### config.mk
export PLATFORM = sky130hd
export DESIGN_NAME = lane_spawner
export DESIGN_NICKNAME = d
export VERILOG_FILES = /design/src/rtl/lane_spawner.sv
export SDC_FILE = /design/constraint.sdc
export NUM_CORES = 1
export LEC_CHECK = 0
export ABC_AREA = 1
export CAP_MARGIN = 25
export CORE_ASPECT_RATIO = 1.4
export CORE_UTILIZATION = 45
export CTS_CLUSTER_SIZE = 8
export DETAILED_ROUTE_END_ITERATION = 8
export PLACE_DENSITY_LB_ADDON = 0.05
export RECOVER_POWER = 25
export SETUP_SLACK_MARGIN = 0.02
export SLEW_MARGIN = 20
export SYNTH_ARGS = -nofsm -noshare
export SYNTH_HDL_FRONTEND = slang
export SYNTH_SLANG_ARGS = --single-unit
### constraint.sdc
create_clock -name FrameClk -period 4.75 [get_ports FrameClk]
set_input_delay 0.7125 -clock FrameClk [delete_from_list [all_inputs] [get_ports FrameClk]]
set_output_delay 0.7125 -clock FrameClk [all_outputs]
set_load 0.01 [all_outputs]
### src/rtl/lane_spawner.sv
// Level generator: walks every lane on Start, drawing LFSR-based car parameters scaled by Level
// and strobing each lane's one-hot SpawnEnable bit while the shared parameter bus is stable.
module lane_spawner #(
    parameter int LANES      = 8,
    parameter int SPAWN_HOLD = 2
) (
    input  logic             FrameClk,
    input  logic             Reset,
    input  logic             Start,
    input  logic [3:0]       Level,
    input  logic [15:0]      Seed,
    output logic [LANES-1:0] SpawnEnable,
    output logic             Direction,
    output logic [1:0]       CarType,
    output logic [2:0]       CarCount,
    output logic [2:0]       CarSpeed,
    output logic             Busy,
    output logic             Done
);

    localparam int HoldW = (SPAWN_HOLD > 1) ? $clog2(SPAWN_HOLD) : 1;
    localparam logic [HoldW-1:0] HoldLast = HoldW'(SPAWN_HOLD - 1);
    localparam logic [3:0] IdxLast = 4'(LANES - 1);
    localparam logic [15:0] LfsrMask = 16'hB400;
    localparam logic [15:0] SeedSubst = 16'hACE1;

    typedef enum logic [2:0] {StIdle, StSetup, StPulse, StGap, StDone} state_e;

    state_e             state_q, state_d;
    logic [3:0]         idx_q, idx_d;
    logic [HoldW-1:0]   hold_q, hold_d;
    logic [15:0]        lfsr_q, lfsr_d;
    logic [LANES-1:0]   se_d;
    logic               busy_d, done_d;
    logic               dir_d;
    logic [1:0]         type_d;
    logic [2:0]         count_d, speed_d;
    logic [2:0]         count_sum;
    logic [3:0]         speed_sum;

    always_comb begin
        state_d = state_q;
        idx_d   = idx_q;
        hold_d  = hold_q;
        case (state_q)
            StIdle: begin
                if (Start) begin
                    state_d = StSetup;
                    idx_d   = '0;
                end
            end
            StSetup: begin
                state_d = StPulse;
                hold_d  = '0;
            end
            StPulse: begin
                if (hold_q == HoldLast) begin
                    state_d = StGap;
                    hold_d  = '0;
                end else begin
                    hold_d = hold_q + 1'b1;
                end
            end
            StGap: begin
                if (idx_q == IdxLast) begin
                    state_d = StDone;
                end else begin
                    state_d = StSetup;
                    idx_d   = idx_q + 4'd1;
                end
            end
            StDone:  state_d = StIdle;
            default: state_d = StIdle;
        endcase
    end

    // Galois LFSR, shift right; free-running so spawn timing perturbs the draws.
    always_comb begin
        lfsr_d = lfsr_q[0] ? ((lfsr_q >> 1) ^ LfsrMask) : (lfsr_q >> 1);
    end

    always_comb begin
        count_sum = {1'b0, lfsr_q[4:3]} + {2'b00, (Level >= 4'd4)};
        speed_sum = 4'd1 + {2'b00, lfsr_q[7:6]} + {1'b0, Level[3:1]};
        dir_d     = Direction;
        type_d    = CarType;
        count_d   = CarCount;
        speed_d   = CarSpeed;
        // SETUP lasts one cycle, so state_d == StSetup marks every entry edge.
        if (state_d == StSetup) begin
            dir_d   = lfsr_q[0];
            type_d  = lfsr_q[2:1];
            count_d = (count_sum > 3'd4) ? 3'd4 : count_sum;
            speed_d = (speed_sum > 4'd7) ? 3'd7 : speed_sum[2:0];
        end
    end

    always_comb begin
        se_d = '0;
        for (int i = 0; i < LANES; i++) begin
            se_d[i] = (state_d == StPulse) && (idx_d == 4'(i));
        end
        busy_d = (state_d == StSetup) || (state_d == StPulse) || (state_d == StGap);
        done_d = (state_d == StDone);
    end

    always_ff @(posedge FrameClk) begin
        if (Reset) begin
            state_q     <= StIdle;
            idx_q       <= '0;
            hold_q      <= '0;
            lfsr_q      <= (Seed == 16'h0000) ? SeedSubst : Seed;
            SpawnEnable <= '0;
            Direction   <= 1'b0;
            CarType     <= '0;
            CarCount    <= '0;
            CarSpeed    <= '0;
            Busy        <= 1'b0;
            Done        <= 1'b0;
        end else begin
            state_q     <= state_d;
            idx_q       <= idx_d;
            hold_q      <= hold_d;
            lfsr_q      <= lfsr_d;
            SpawnEnable <= se_d;
            Direction   <= dir_d;
            CarType     <= type_d;
            CarCount    <= count_d;
            CarSpeed    <= speed_d;
            Busy        <= busy_d;
            Done        <= done_d;
        end
    end

endmodule
==> flow_metrics.py <==
metrics = {
    "finish": {
        "design_area_um2": 2300,
        "multiInputGateArea_um2": 828,
        "fill_cells": 371,
        "post_route_cells_drive_above_1_share_pct": 9.26,
        "seq_area_um2": 861,
        "syn_to_final_growth_pct": 28.0,
        "final_net_count": 298,
        "antenna-diode-count": 0,
    },
    "drt": {
        "ant_nets": 0,
        "wire_per_inst_um": 10.8,
        "drtIter0Drc": 23,
        "drt_pre_antenna_iters": 4,
        "drt-total-wl_um": 3370,
        "vias": 1509,
        "drc_errors": 0,
        "viasPerCell": 4.84,
    },
    "clocking": {
        "post-cts-setup-buffers": 0,
        "clockBufferDepth": 2,
        "clk_latency_ps": 290,
        "cts_root_buf": "clkbuf_8",
        "clk_pin_slew_worst_paths_ps": 70,
        "cts.sink_count": 43,
        "ctsHoldBuffers": 0,
        "cts_tree": "done",
        "cts-buffers-inserted": 5,
        "ctsResizeCount": 0,
        "h-tree-depth": 2,
    },
    "power_and_ir_drop": {
        "report.power.total_mw": 0.746,
        "p_leak_nw": 1.05,
        "p_per_area_nw_per_um2": 324,
        "vdd_drop_max_mv": 0.247,
    },
    "grt": {
        "grt_util_all_layers_pct": 17.3,
        "grt_pass1_wl_um": 5890,
        "gr-total-overflow": 0,
        "grt_antenna_before_repair": 0,
        "grt_max_degree": 33,
        "grt_pass1_vias": 1411,
    },
    "sta": {
        "finalSetupViolCount": 0,
        "max_slew.worst_pin.slew_ps": 883,
        "finalSetupTns_ps": 0,
        "max-slew-margin-rel_pct": 41.1,
        "slew_viol_final": 0,
        "clock.fmax_ghz": 0.373,
        "rsz0062_at_grt": "false",
        "finalHoldWorstSlack_ps": 427,
        "fin_crit_sh_pct": 56.4,
        "fin_worst_skew_ps": 2.82,
        "fin_crit_ps": 2680,
        "hold_viol_final": 0,
    },
    "yosys": {
        "yosysMostFrequentCell": "nor2_1",
        "synthCells": 228,
        "synth_seq_cells": 43,
        "async_flop_share_pct": 0,
        "synth_ff_type": "dfxtp_1",
        "synth_common_cells": "nor2_1 (47), nand2_1 (44), dfxtp_1 (43)",
        "synth_top_area_share_pct": 47.8,
        "syn_nets": 257,
        "synth_seq_area_share_pct": 47.8,
        "yosys_warnings": 0,
        "synth_edf_count": 0,
        "yosysTopAreaCell": "dfxtp_1",
        "synthTopCellsByArea": "dfxtp_1 (48%), nor2_1 (9.8%), nand2_1 (9.2%)",
        "synth_cell_type_count": 28,
        "synthesis.area_per_instance_um2": 7.89,
        "syn_area_um2": 1800,
    },
    "die": {
        "die_h_um": 76.8,
        "die_w_um": 55.4,
        "core_um2": 3740,
        "io_pins": 42,
        "initial_utilization_pct": 48.1,
        "dieArea_um2": 4260,
        "rows": 26,
    },
    "placement": {
        "dp_hpwl_um": 2540,
        "place_congestion": 0.723,
        "postPlaceCellArea_um2": 2220,
        "numPortBuffers": 40,
    },
    "setup_path": {
        "critPathLaunchType": "input port",
        "slowest_delay_ps": 1030,
        "critPathBufInv": 2,
        "path_cells": "dlygate4sd3_1 -> inv_1 -> nand2_2 -> nor2_4 -> nand3_1 -> nor2_1",
        "cp_top_family": "buffers and inverters",
        "critPathMaxFanout": 32,
        "arrival_ps": 2870,
        "end_kind": "flop",
        "worstPathRequired_ps": 4940,
        "crit_path_top_delay_cell": "dlygate4sd3_1",
        "critPathKind": "input port to flop",
    },
    "hold_path": {
        "hold_class": "flop to flop",
    },
    "outcome": {
        "outcome": "completed",
    },
    "flow_run": {
        "timing.max_cap.violations": 0,
    },
}
## layout by cell type (no fill, tap or decap)
master           count
dlygate4sd3_1        9
clkdlybuf4s50_1     31
nand2_4              2
nand2_1             44
fa_1                 1
o21bai_1             1
nor2_1              47
nand2_2              6
nor3_1               2
inv_2                2
clkbuf_8             5
clkbuf_1             2
clkinv_1             1
o211a_1              3
dfxtp_1             43
nand3_4              1
a22oi_1              4
nand4_1              3
o21ai_0              3
ha_1                 5
xnor2_1              2
nand3_1             13
nand3_2              2
o21ai_1              6
a21oi_1              7
nor2_4               2
inv_1               18
nor2_2               2
clkinv_2             1
or2_2                2
## cells by family after synthesis
family                     after synthesis  share of synthesized area [%]
and+or+nand+nor                        126                           32.3
DFF                                     43                           47.8
buffers and inverters                   27                           6.12
AOI/OAI and AO/OA                       24                           8.21
adders and majority gates                6                           4.59
xor gates and xnor gates                 2                          0.974
## worst min-delay path: stages (launching register included)
cell     delay (ps)
dfxtp_1         310
nand2_1          50
nand2_1          50
## metal layers
layer  wire [um]  part of all wire [%]  track usage [%]  vias to the layer above
met3         143                   4.2             4.89                        6
met2        1790                    53             32.2                       30
met1        1370                    41             17.4                      670
li1            -                     -                -                      803
met5           0                     0                0                        -
met4          68                   2.0             8.25                        0
## sequential cells by signal (all words and copies together), names as in the netlist
name / count
idx_q: 4
Direction: 1
CarSpeed: 3
state_q: 3
CarType: 2
Busy: 1
lfsr_q: 16
CarCount: 3
Done: 1
SpawnEnable: 8
hold_q: 1
## path summary, 6_finish.rpt
check             startpoint        endpoint  slack (ps)  cells after the start
hold reg to reg   lfsr_q[15]      lfsr_q[14]         430                      2
setup / recovery       Reset  SpawnEnable[4]        2070                      6
setup reg to reg   lfsr_q[6]     CarSpeed[2]        3140                      6
hold / removal    lfsr_q[15]      lfsr_q[14]         430                      2
## stage by stage
stage	util, %	setup slack [ps]	instances
after detailed placement	59.4	1700	304
after floorplan	-	2820	228
after global routing	61.5	1860	312
after global placement	59.4	1700	304
final	61.5	2070	312
after CTS	61.5	2020	312
## power by group
group / leakage, nW / internal [mW] / switching (mW)
sequential: 0.355 / 0.388 / 0.0145
combinational: 0.657 / 0.0628 / 0.0600
clock: 0.0422 / 0.103 / 0.117
## area by class of cell
cell class                 count  area share, %
multi-input combinational    158           36.0
sequential                    43           37.4
inverter                      21           3.42
clock inverter                 1          0.217
clock buffer                   7           3.32
tap                           42           2.28
timing repair buffer          40           17.4
No activity file was read; power rests on OpenSTA's default activity.
